## src/rtl/dm_lsu_rmw.sv

```systemverilog
// Load/store initiator for the 1 KiB byte-addressed data memory; sub-word stores are read-modify-write.
// Optional build macro DM_LSU_ALIGN_CHECK_EN: misaligned requests complete with err and no memory access.
//
// state   | meaning
// IDLE    | waiting for req; mem_addr holds its last value
// RD      | memory word being read for a load or for a sub-word merge
// WR      | mem_we high; memory captures mem_wdata at the end of this cycle
// DONE    | done pulse (err with it for a rejected request), then back to IDLE
module dm_lsu_rmw #(
  parameter int AW = 10,
  parameter int DW = 32
) (
  input  logic          clk,
  input  logic          rst,
  input  logic          req,
  input  logic          wr,
  input  logic [1:0]    size,
  input  logic          sext,
  input  logic [AW-1:0] addr,
  input  logic [DW-1:0] wdata,
  output logic [DW-1:0] rdata,
  output logic          busy,
  output logic          done,
  output logic          err,
  output logic [AW-1:0] mem_addr,
  output logic [DW-1:0] mem_wdata,
  output logic          mem_we,
  input  logic [DW-1:0] mem_rdata
);

  localparam logic [1:0] S_IDLE = 2'd0;
  localparam logic [1:0] S_RD   = 2'd1;
  localparam logic [1:0] S_WR   = 2'd2;
  localparam logic [1:0] S_DONE = 2'd3;

  logic [1:0]    state_q, state_d;
  logic [1:0]    lane_q, lane_d;
  logic          wr_q, wr_d;
  logic [1:0]    size_q, size_d;
  logic          sext_q, sext_d;
  logic [15:0]   wdata_q, wdata_d;
  logic          err_q, err_d;
  logic [DW-1:0] rdata_q, rdata_d;
  logic [AW-1:0] mem_addr_q, mem_addr_d;
  logic [DW-1:0] mem_wdata_q, mem_wdata_d;
  logic          mem_we_q, mem_we_d;

  logic          is_byte, is_half, is_word;
  logic          misalign;
  logic [1:0]    lane_acc;
  logic [7:0]    byte_sel;
  logic [15:0]   half_sel;
  logic [DW-1:0] load_val;
  logic [DW-1:0] merged;

  assign is_byte = (size == 2'b00);
  assign is_half = (size == 2'b01);
  assign is_word = size[1];

`ifdef DM_LSU_ALIGN_CHECK_EN
  assign misalign = (is_half && addr[0]) || (is_word && (addr[1:0] != 2'b00));
  assign lane_acc = addr[1:0];
`else
  // Without the check, ignored low address bits snap the access to its natural lane.
  assign misalign = 1'b0;
  assign lane_acc = is_byte ? addr[1:0] : (is_half ? {addr[1], 1'b0} : 2'b00);
`endif

  always_comb begin
    byte_sel = mem_rdata[7:0];
    case (lane_q)
      2'd1:    byte_sel = mem_rdata[15:8];
      2'd2:    byte_sel = mem_rdata[23:16];
      2'd3:    byte_sel = mem_rdata[31:24];
      default: byte_sel = mem_rdata[7:0];
    endcase
    half_sel = lane_q[1] ? mem_rdata[31:16] : mem_rdata[15:0];
    case (size_q)
      2'b00:   load_val = {{24{sext_q & byte_sel[7]}}, byte_sel};
      2'b01:   load_val = {{16{sext_q & half_sel[15]}}, half_sel};
      default: load_val = mem_rdata;
    endcase
  end

  always_comb begin
    merged = mem_rdata;
    if (size_q == 2'b00) begin
      case (lane_q)
        2'd1:    merged[15:8]  = wdata_q[7:0];
        2'd2:    merged[23:16] = wdata_q[7:0];
        2'd3:    merged[31:24] = wdata_q[7:0];
        default: merged[7:0]   = wdata_q[7:0];
      endcase
    end else if (lane_q[1]) begin
      merged[31:16] = wdata_q;
    end else begin
      merged[15:0] = wdata_q;
    end
  end

  always_comb begin
    state_d     = state_q;
    lane_d      = lane_q;
    wr_d        = wr_q;
    size_d      = size_q;
    sext_d      = sext_q;
    wdata_d     = wdata_q;
    err_d       = err_q;
    rdata_d     = rdata_q;
    mem_addr_d  = mem_addr_q;
    mem_wdata_d = mem_wdata_q;
    mem_we_d    = 1'b0;
    case (state_q)
      S_IDLE: begin
        if (req) begin
          lane_d  = lane_acc;
          wr_d    = wr;
          size_d  = size;
          sext_d  = sext;
          wdata_d = wdata[15:0];
          err_d   = misalign;
          if (misalign) begin
            state_d = S_DONE;
          end else begin
            mem_addr_d = {addr[AW-1:2], 2'b00};
            if (wr && is_word) begin
              mem_wdata_d = wdata;
              mem_we_d    = 1'b1;
              state_d     = S_WR;
            end else begin
              state_d = S_RD;
            end
          end
        end
      end
      S_RD: begin
        if (wr_q) begin
          mem_wdata_d = merged;
          mem_we_d    = 1'b1;
          state_d     = S_WR;
        end else begin
          rdata_d = load_val;
          state_d = S_DONE;
        end
      end
      S_WR: begin
        state_d = S_DONE;
      end
      default: begin
        err_d   = 1'b0;
        state_d = S_IDLE;
      end
    endcase
  end

  always_ff @(posedge clk or posedge rst) begin
    if (rst) begin
      state_q     <= S_IDLE;
      lane_q      <= 2'b00;
      wr_q        <= 1'b0;
      size_q      <= 2'b00;
      sext_q      <= 1'b0;
      wdata_q     <= '0;
      err_q       <= 1'b0;
      rdata_q     <= '0;
      mem_addr_q  <= '0;
      mem_wdata_q <= '0;
      mem_we_q    <= 1'b0;
    end else begin
      state_q     <= state_d;
      lane_q      <= lane_d;
      wr_q        <= wr_d;
      size_q      <= size_d;
      sext_q      <= sext_d;
      wdata_q     <= wdata_d;
      err_q       <= err_d;
      rdata_q     <= rdata_d;
      mem_addr_q  <= mem_addr_d;
      mem_wdata_q <= mem_wdata_d;
      mem_we_q    <= mem_we_d;
    end
  end

  assign rdata     = rdata_q;
  assign busy      = (state_q != S_IDLE);
  assign done      = (state_q == S_DONE);
  assign err       = done & err_q;
  assign mem_addr  = mem_addr_q;
  assign mem_wdata = mem_wdata_q;
  assign mem_we    = mem_we_q;

endmodule

```

## config.mk

```make
export PLATFORM = sky130hd
export DESIGN_NAME = dm_lsu_rmw
export DESIGN_NICKNAME = d
export VERILOG_FILES = /design/src/rtl/dm_lsu_rmw.sv
export SDC_FILE = /design/constraint.sdc
export NUM_CORES = 1
export LEC_CHECK = 0
export CORE_MARGIN = 1.5
export CORE_UTILIZATION = 42
export DETAILED_ROUTE_END_ITERATION = 7
export PLACE_DENSITY = 0.84
export SLEW_MARGIN = 5
export SYNTH_ARGS = -nofsm -noshare
export SYNTH_HDL_FRONTEND = slang
export SYNTH_SLANG_ARGS = --single-unit
```

## constraint.sdc

```tcl
create_clock -name clk -period 3.4 [get_ports clk]
set_clock_uncertainty 0.15 [all_clocks]
set_input_delay 0.51 -clock clk [delete_from_list [all_inputs] [get_ports clk]]
set_output_delay 0.51 -clock clk [all_outputs]
set_load 0.01 [all_outputs]
```

# --- Word-level counts from Yosys, hierarchy flattened ---
# Index checks and enable logic that the tools add are counted.
word_totals:
  output_inout_bits: 78
  wordCells: 65
  input_bits: 81
  register_bits: 98
classes:
  n_reduce_logical: 12
  n_mux: 26
  n_eq_ne: 11
  bitwise: 5
op_table:
  columns: ["cell", "n"]
  rows:
  - ["2-to-1 mux 32 bit", 4]
  - ["case mux 32 bit (2 select lines)", 2]
  - ["2-to-1 mux 16 bit", 3]
  - ["2-to-1 mux 8 bit", 4]
  - ["case mux 8 bit (3 select lines)", 1]
  - ["== test 2 x 1 -> 1 bit, second input constant", 4]
  - ["== test 2 bit, second input constant", 4]
  - ["2-to-1 mux 2 bit", 4]
  - ["logical NOT 2 bit", 3]
  - ["!= test 2 bit, second input constant", 3]
  - ["case mux 2 bit (3 select lines)", 1]
  - ["AND reduction 2 bit", 3]
  - ["2-to-1 mux 1 bit", 5]
  - ["case mux 1 bit (2 select lines)", 2]
  - ["AND reduction 4 bit", 1]
  - ["nonzero test 2 bit", 2]
  - ["AND 1 bit", 3]
  - ["OR reduction 3 bit", 1]
  - ["inverter 1 bit", 2]
  - ["OR reduction 2 bit", 1]
  - ["logical AND 1 bit", 1]

# --- Logic depth before layout (Yosys ltp) ---
# Gate-level depths: netlist (run 1).
depth:
  ltp_word: 6
  ltp_mapped: 9
  mapped_depth_nobuf: 6

# --- Least setup slack after synthesis (run 1) ---
# OpenSTA, ideal clock, no wires.
synth_timing:
  kind: "register to register"
  startpoint: "register state_q[1]"
  endpoint: "register mem_wdata_q[1], in the netlist mem_wdata[1]"
  n_path_buf: 3
  arrival_ns: 1.582
  required_ns: 3.118
  stages_incl_launch_ff: 10
  path_slack_ns: 1.536
  path_cell_list: "dfrtp_1 > inv_1 > ha_1 > buf_2 > nor2b_1 > buf_2 > a21o_1 > buf_4 > a21oi_1 > o21ai_1"
synth_between:
  elab_chain_len: 3
  word_cells_on_any_way: 8
synth_lines:
  columns: ["item", "line", "source"]
  rows:
  - ["start: declaration", "36", "logic [1:0] state_q, state_d;"]
  - ["start signal: assignment", "170", "state_q <= state_d;"]
  - ["== test 2 x 1 -> 1 bit / logical NOT 2 bit (equally long branches)", "113", "case (state_q)"]
  - ["!= test 2 bit (no line) / nonzero test 2 bit (equally long branches)", null, null]
  - ["AND reduction 4 bit (no line)", null, null]
  - ["end signal: assignment", "179", "mem_wdata_q <= mem_wdata_d;"]
  - ["end: declaration", "45", "logic [DW-1:0] mem_wdata_q, mem_wdata_d;"]
# Parallel ways exist; a longest one is shown, timed or not.
# A chain may end at the register's enable or synchronous reset.

# --- Worst setup path after layout (run 1) ---
layout_timing:
  startpoint: "register lane_q[1]"
  endpoint: "register mem_wdata_q[30], in the netlist mem_wdata[30]"
layout_between:
  elab_chain_len: 5
  word_cells_on_any_way: 6
layout_lines:
  columns: ["item", "line", "source"]
  rows:
  - ["start: declaration", "37", "logic [1:0] lane_q, lane_d;"]
  - ["start signal: assignment", "171", "lane_q <= lane_d;"]
  - ["== test 2 bit", "88", "case (lane_q)"]
  - ["2-to-1 mux 8 bit", "88", null]
  - ["2-to-1 mux 32 bit (*)", "87", "if (size_q == 2'b00) begin"]
  - ["2-to-1 mux 32 bit (*)", "137", "if (wr_q) begin"]
  - ["case mux 32 bit (2 select lines) (*)", "113", null]
# Mark *: on every way between the ends. The rest lies on a longest branch, timed or not. The select of a mux whose other input is x is not followed.

==> metrics, run 1 <==
Post-DP HPWL=11.5 mm; number of global-route vias before repair=4,505; Diodes inserted=0; DR DRC count=10; effective utilization at floorplan=0.436; Clock Root Buffer=sky130_fd_sc_hd__clkbuf_16; vias per cell=5.86; Pins Over Slew Limit=0; antenna violations before repair=0; post-synthesis cell type count=44; CP Launch Type=register; share of cells above drive strength 1=0.117; series of cell instances along the critical path=inv_1, nor2_1, o221a_2, o22a_1; TritonCTS clock tree=built; worst slew margin relative to its limit=0.264; maximum achievable frequency=0.370 GHz; number of synthesized register bits=97; Die H=113 µm; Buffers & Inverters on Critical Path=1; violations in the final reports=DRC; FFs w/ async S/R, synth=1.00; DR WL/cell=19.9 µm; post-synthesis instance total=about 500; count of synthesis-stage warnings from yosys=0; number of resized instances in the post-cts repair step=0; cells taking the most area after synthesis=sky130_fd_sc_hd__dfrtp_1, sky130_fd_sc_hd__mux2_2, sky130_fd_sc_hd__a21oi_1, sky130_fd_sc_hd__mux2i_1, sky130_fd_sc_hd__o21ai_0; Setup Fix Bufs, Post-CTS=0; core utilization of the finished layout=0.602; outcome=complete, but fails checks; number of setup violations in the final report=0; Core Region=approximately 12,000 µm²; Tot GR Track Use=0.248; leakage component of the power=between 2 and 3 nW; clock latency on the worst-skew pair=0.34 ns; arrival time at the worst endpoint=2.83 ns; reported max-cap violation count=0; Top FF cell, synth=sky130_fd_sc_hd__dfrtp_1; DRT antenna net count=0; setup repair after global routing missed its margin=no; net total in the final layout=around 720; placed cell count=769; power density cells=951 nW/µm²; path type of the worst setup path=register to register; GRT Residual Overflow=0; final instance count without filler cells=785; global placement routability congestion=0.851; largest stage delay on the critical path=0.98 ns; TritonCTS Sinks=a little under 100; die area=12,700 µm²; number of vias after detailed routing=between 4,000 and 5,000; area share of the largest cell type after synthesis=0.482; Worst-path clk slew=0.06 ns; die extent in x=113 µm; cell area after synthesis=5040 µm²; worst hold slack=0.337 ns; category of the worst setup path capture point=register; wirelength, routed=15.7 mm; Final Hold Viols=0; cts bufs inserted=9; I/O Pins=159; total of buffers placed on input and output ports=approximately 160; Syn-to-layout area delta=38.2%; critical path fanouts, max=25; Tightest Pin Transition=1.10 ns; starting DRC count in detailed routing=between 400 and 500; H-tree depth=3; cell type of the slowest stage on the worst timing path=sky130_fd_sc_hd__dfrtp_1; first-pass GRT wire length=24.5 mm; critical path required time=between 3 and 4 ns; part of the Yosys area used for sequential elements=0.482; post-layout minimum cycle time=2.70 ns; dominant cell type by area after synthesis=sky130_fd_sc_hd__dfrtp_1; worst-case vdd ir drop=558 µV; aggregate negative setup slack=0 ns; Post-CTS Hold Fix Bufs=0; maximum clock insertion buffer count=2; Crit path max-delay family=flip-flops; number of placement rows=39; first-pass detailed-route iteration total=8; largest net degree at the start of global routing=59; average cell area after synthesis=10.1 µm²; kind of path behind the tightest hold check=register to register; count of flip-flops with a built-in enable after synthesis=0; final critical-path share of the clock period=0.795
[layout make-up]
cell class / instances / area, µm²
tap: 143 / 179
timing repair buffer: 164 / 1630
multi-input combinational: 350 / 2360
clock inverter: 2 / 35.0
sequential: 97 / 2430
fill: 945 / 4600
inverter: 15 / 58.8
clock buffer: 14 / 274
[state kept, by name, indices dropped and copies added (netlist names)]
signal / count
wdata_q: 16
wr_q: 1
state_q: 2
lane_q: 2
mem_wdata: 32
mem_addr: 8
sext_q: 1
mem_we: 1
rdata: 32
size_q: 2
[power breakdown]
group	switching (mW)	internal, mW	total (mW)
Sequential	0.550	1.72	2.27
Combinational	1.62	1.68	3.30
Clock	0.422	0.630	1.05
Total	2.59	4.03	6.62
[worst register-to-register path: cells and delay by family (launching register included)]
kind	cells	cell delay [ns]
AO/OA/AOI/OAI	2	0.46
buffers and inverters	1	0.50
flip-flops	1	0.98
AND/OR/NAND/NOR	1	0.54
[cells in the mapped netlist, types with 11 or more instances]
cell type / count
sky130_fd_sc_hd__dfrtp_1: 97
sky130_fd_sc_hd__clkbuf_1: 14
sky130_fd_sc_hd__buf_2: 15
sky130_fd_sc_hd__nor2b_1: 11
sky130_fd_sc_hd__inv_1: 15
sky130_fd_sc_hd__o21ai_1: 13
sky130_fd_sc_hd__nor3b_1: 18
sky130_fd_sc_hd__nor2_1: 33
sky130_fd_sc_hd__mux2i_1: 21
sky130_fd_sc_hd__nand2_1: 41
sky130_fd_sc_hd__mux2_2: 32
sky130_fd_sc_hd__a21oi_1: 43
sky130_fd_sc_hd__o21ai_0: 41
sky130_fd_sc_hd__nand2b_1: 15
[per-stage QoR]
stage                     total power [mW]  cell area [µm²]  worst slack [ns]
after detailed placement              5.53             6660             0.626
after global routing                  6.99             6970             0.545
after CTS                             6.60             6970             0.781
after global placement                5.37             6660             0.749
after floorplan                       4.09             5050             0.206
final                                 6.62             6970             0.698
[placed cells by master, fill, tap and decap left out, types with 3 or more instances in the layout]
cell                              count
sky130_fd_sc_hd__clkdlybuf4s50_1    155
sky130_fd_sc_hd__dfrtp_1             97
sky130_fd_sc_hd__a21oi_1             43
sky130_fd_sc_hd__nand2_1             41
sky130_fd_sc_hd__o21ai_0             41
sky130_fd_sc_hd__nor2_1              33
sky130_fd_sc_hd__mux2_2              32
sky130_fd_sc_hd__mux2i_1             21
sky130_fd_sc_hd__nor3b_1             18
sky130_fd_sc_hd__nand2b_1            15
sky130_fd_sc_hd__inv_1               14
sky130_fd_sc_hd__o21ai_1             13
sky130_fd_sc_hd__nor2b_1             10
sky130_fd_sc_hd__o221ai_1             9
sky130_fd_sc_hd__clkbuf_16            9
sky130_fd_sc_hd__a31oi_1              8
sky130_fd_sc_hd__o221a_2              8
sky130_fd_sc_hd__o22a_1               8
sky130_fd_sc_hd__buf_4                8
sky130_fd_sc_hd__or3_1                7
sky130_fd_sc_hd__a22o_1               4
sky130_fd_sc_hd__ha_1                 4
sky130_fd_sc_hd__a311oi_1             3
sky130_fd_sc_hd__o31ai_1              3
sky130_fd_sc_hd__a222oi_1             3
sky130_fd_sc_hd__mux2i_2              3
sky130_fd_sc_hd__a22oi_1              3
sky130_fd_sc_hd__conb_1               3
sky130_fd_sc_hd__clkbuf_8             3
[worst paths after layout]
kind                            cells past startpoint                   from                        end  slack, ns
worst min register to register                      2   rdata[2]$_DFFE_PP0P_       rdata[2]$_DFFE_PP0P_       0.34
worst max register to register                      4  lane_q[1]$_DFFE_PP0P_  mem_wdata[30]$_DFFE_PP0P_       0.70
min in group asynchronous                           2                    rst      rdata[17]$_DFFE_PP0P_       0.41
max in group asynchronous                           3                    rst  mem_wdata[15]$_DFFE_PP0P_       2.01
worst max-delay path                                4  lane_q[1]$_DFFE_PP0P_  mem_wdata[30]$_DFFE_PP0P_       0.70
worst min-delay path                                2   rdata[2]$_DFFE_PP0P_       rdata[2]$_DFFE_PP0P_       0.34
[kinds of logic after synthesis]
kind of cell / count (synthesis) / share of synthesized area
simple gates: 133 / 0.134
flops: 97 / 0.482
other cells: 1 / 0.000744
buf+inv: 54 / 0.0521
mux: 56 / 0.121
fa+ha+maj: 4 / 0.00993
compound gates: 154 / 0.200
[per-layer routing]
| metal | global-route usage | wire length [µm] |
|---|---|---|
| met2 | 0.399 | 7540 |
| met3 | 0.0518 | 1340 |
| met4 | 0.114 | 449 |
| met5 | 0 | 0 |
| met1 | 0.323 | 6320 |
(Power assumes the default switching activity.)
==> run 2, diff against run 1 <==
--- a/config.mk
+++ b/config.mk
@@ -6,9 +6,9 @@
 export NUM_CORES = 1
 export LEC_CHECK = 0
 export CORE_MARGIN = 1.5
-export CORE_UTILIZATION = 42
+export CORE_UTILIZATION = 47
 export DETAILED_ROUTE_END_ITERATION = 7
-export PLACE_DENSITY = 0.84
+export PLACE_DENSITY = 0.89
 export SLEW_MARGIN = 5
 export SYNTH_ARGS = -nofsm -noshare
 export SYNTH_HDL_FRONTEND = slang
==> constraint.sdc (replaced) <==
create_clock -name clk -period 2.7 [get_ports clk]
set_clock_uncertainty 0.15 [all_clocks]
set_input_delay 0.405 -clock clk [delete_from_list [all_inputs] [get_ports clk]]
set_output_delay 0.405 -clock clk [all_outputs]
set_load 0.01 [all_outputs]
==> metrics, run 2 (same netlist as run 1, synthesis figures left out) <==
outcome=complete, no violations; antenna violations before repair=0 (unchanged); cell type of the slowest stage on the worst timing path=sky130_fd_sc_hd__clkdlybuf4s50_1; Pins Over Slew Limit=0 (unchanged); DRT antenna net count=0 (unchanged); TritonCTS clock tree=built; total of buffers placed on input and output ports=155 (unchanged); number of vias after detailed routing=4,651 (+1.1%); Clock Root Buffer=sky130_fd_sc_hd__clkbuf_8; path type of the worst setup path=register to primary output; switching power total=3.25 mW (+25%); Syn-to-layout area delta=37.1%; die extent in x=107 µm (-5.3%); share of cells above drive strength 1=0.128 (+0.0111); Setup Fix Bufs, Post-CTS=0 (unchanged); final critical-path share of the clock period=0.869; first-pass detailed-route iteration total=6 (-2); reported max-cap violation count=0 (unchanged); worst slew margin relative to its limit=0.518 (+0.254); launch point of the worst path=state_q[0]$_DFFE_PP0N_; worst-case vdd ir drop=585 µV (+4.9%); cts bufs inserted=9 (unchanged); largest stage delay on the critical path=0.56 ns (-0.42 ns); Tot GR Track Use=0.269 (+0.0203); most common cell after layout, fill and taps aside=sky130_fd_sc_hd__clkdlybuf4s50_1; starting DRC count in detailed routing=395 (-4.1%); GRT Residual Overflow=0 (unchanged); portion of total power attributed to the clock network=0.119 (-0.040); Diodes inserted=0 (unchanged); die area=11,400 µm² (-10%); aggregate negative setup slack=0 ns (unchanged); wirelength, routed=15.2 mm (-2.9%); power density cells=1160 nW/µm² (+22%); switch share=0.406 (+0.0146); series of cell instances along the critical path=inv_1, ha_1, inv_1, clkdlybuf4s50_1; logic gate share of total power=0.534 (+0.035); fill count=813 (-14%); number of global-route vias before repair=4,594 (+2.0%); vias per cell=5.92 (+1.1%); first-pass GRT wire length=23.6 mm (-3.7%); global placement routability congestion=0.894 (+5.1%); I/O Pins=159 (unchanged); maximum achievable frequency=between 0.4 and 0.5 GHz; critical path fanouts, max=4 (-84%); most frequent cell on the critical path=sky130_fd_sc_hd__inv_1; Int Power=4.74 mW (+18%); Reg2Reg Launch Point=lane_q[1]$_DFFE_PP0P_; clock latency on the worst-skew pair=0.36 ns (+0.02 ns); commonest non-fill, non-tap cells in the layout=sky130_fd_sc_hd__clkdlybuf4s50_1, sky130_fd_sc_hd__dfrtp_1, sky130_fd_sc_hd__a21oi_1; DR WL/cell=19.4 µm (-2.9%); kind of path behind the tightest hold check=input port to async pin; largest net degree at the start of global routing=40 (-32%); Post-CTS Hold Fix Bufs=0 (unchanged); sequential share of power=0.346 (+0.004); setup repair after global routing missed its margin=no; category of the worst setup path capture point=primary output; net total in the final layout=729 (+0.97%); Worst-path clk slew=0.09 ns (+0.03 ns); TritonCTS Sinks=97 (unchanged); worst slack at placement=0.298 ns (-0.328 ns); post-layout minimum cycle time=approximately 2.3 ns; Final Hold Viols=0 (unchanged); Die H=107 µm (-5.3%); CP Launch Type=register; slack of the worst reg-to-reg path=0.44 ns (-0.26 ns); number of resized instances in the post-cts repair step=0 (unchanged); effective utilization at floorplan=0.486 (+0.0502); DR DRC count=0 (-10); number of placement rows=37 (-5.1%); arrival time at the worst endpoint=1.79 ns (-1.04 ns); Tightest Pin Transition=0.723 ns (-0.380 ns); maximum clock insertion buffer count=2 (unchanged); number of setup violations in the final report=0 (unchanged); Post-DP HPWL=11.6 mm (+0.48%); setup ws final=0.354 ns (-0.344 ns); Core Region=10,400 µm² (-10%); critical path required time=2.14 ns (-1.39 ns); leakage component of the power=2.86 nW (-0.62%); H-tree depth=3 (unchanged)
[run 2: cell types whose count changed in the layout (fill, tap and decap cells not counted), sizes merged]
| cell | previous run | this run |
|---|---|---|
| buf | 9 | 16 |
| clkbuf | 14 | 10 |
| clkinv | 1 | 3 |
| clkinvlp | 0 | 1 |
| inv | 15 | 16 |
[run 2: through the flow]
stage	utilization	hold WS (ns)	std cells	cell area (µm²)	power [mW]
after floorplan	-	0.323	501	5050	5.16
after global placement	0.647	0.317	769	6710	6.80
after detailed placement	0.647	0.325	769	6710	7.02
after CTS	0.666	0.305	785	6910	7.97
after global routing	0.666	0.317	785	6910	8.46
final	0.666	0.293	785	6910	7.99
[run 2: worst max-delay path: cells and delay by family (launching register included)]
family                   cells  cell delay, ns
adder cells (fa/ha/maj)      1            0.25
flip-flops                   1            0.42
buffers and inverters        3            0.77
[run 2: per-layer routing]
metal / part of all wire / GRT usage
met5: 0 / 0
met1: 0.39 / 0.356
met2: 0.48 / 0.437
met4: 0.029 / 0.110
met3: 0.097 / 0.0466
[run 2: layout make-up]
cell class / instances / area (µm²) / area share
inverters: 15 / 60.1 / 0.00869
clock inverters: 6 / 66.3 / 0.00960
flip-flops and latches: 97 / 2430 / 0.351
multi-input cells: 350 / 2360 / 0.342
clock buffers: 10 / 128 / 0.0185
repair buffers: 171 / 1700 / 0.246
well taps: 136 / 170 / 0.0246
[run 2: final timing paths]
path,to,cells after the start
min,rdata[20]$_DFFE_PP0P_,2
max reg2reg,mem_wdata[24]$_DFFE_PP0P_,4
min reg2reg,rdata[3]$_DFFE_PP0P_,2
max,busy,4
max in group asynchronous,mem_wdata[26]$_DFFE_PP0P_,3
min in group clk,rdata[3]$_DFFE_PP0P_,2
[run 2: power by group through the flow]
stage	combinational, mW	sequential (mW)	clock [mW]
2_1_floorplan	2.36	2.79	0
3_3_place_gp	4.05	2.74	0
3_5_place_dp	4.24	2.78	0
4_1_cts	4.26	2.75	0.964
5_1_grt	4.61	2.84	1.01
6_report	4.27	2.77	0.954
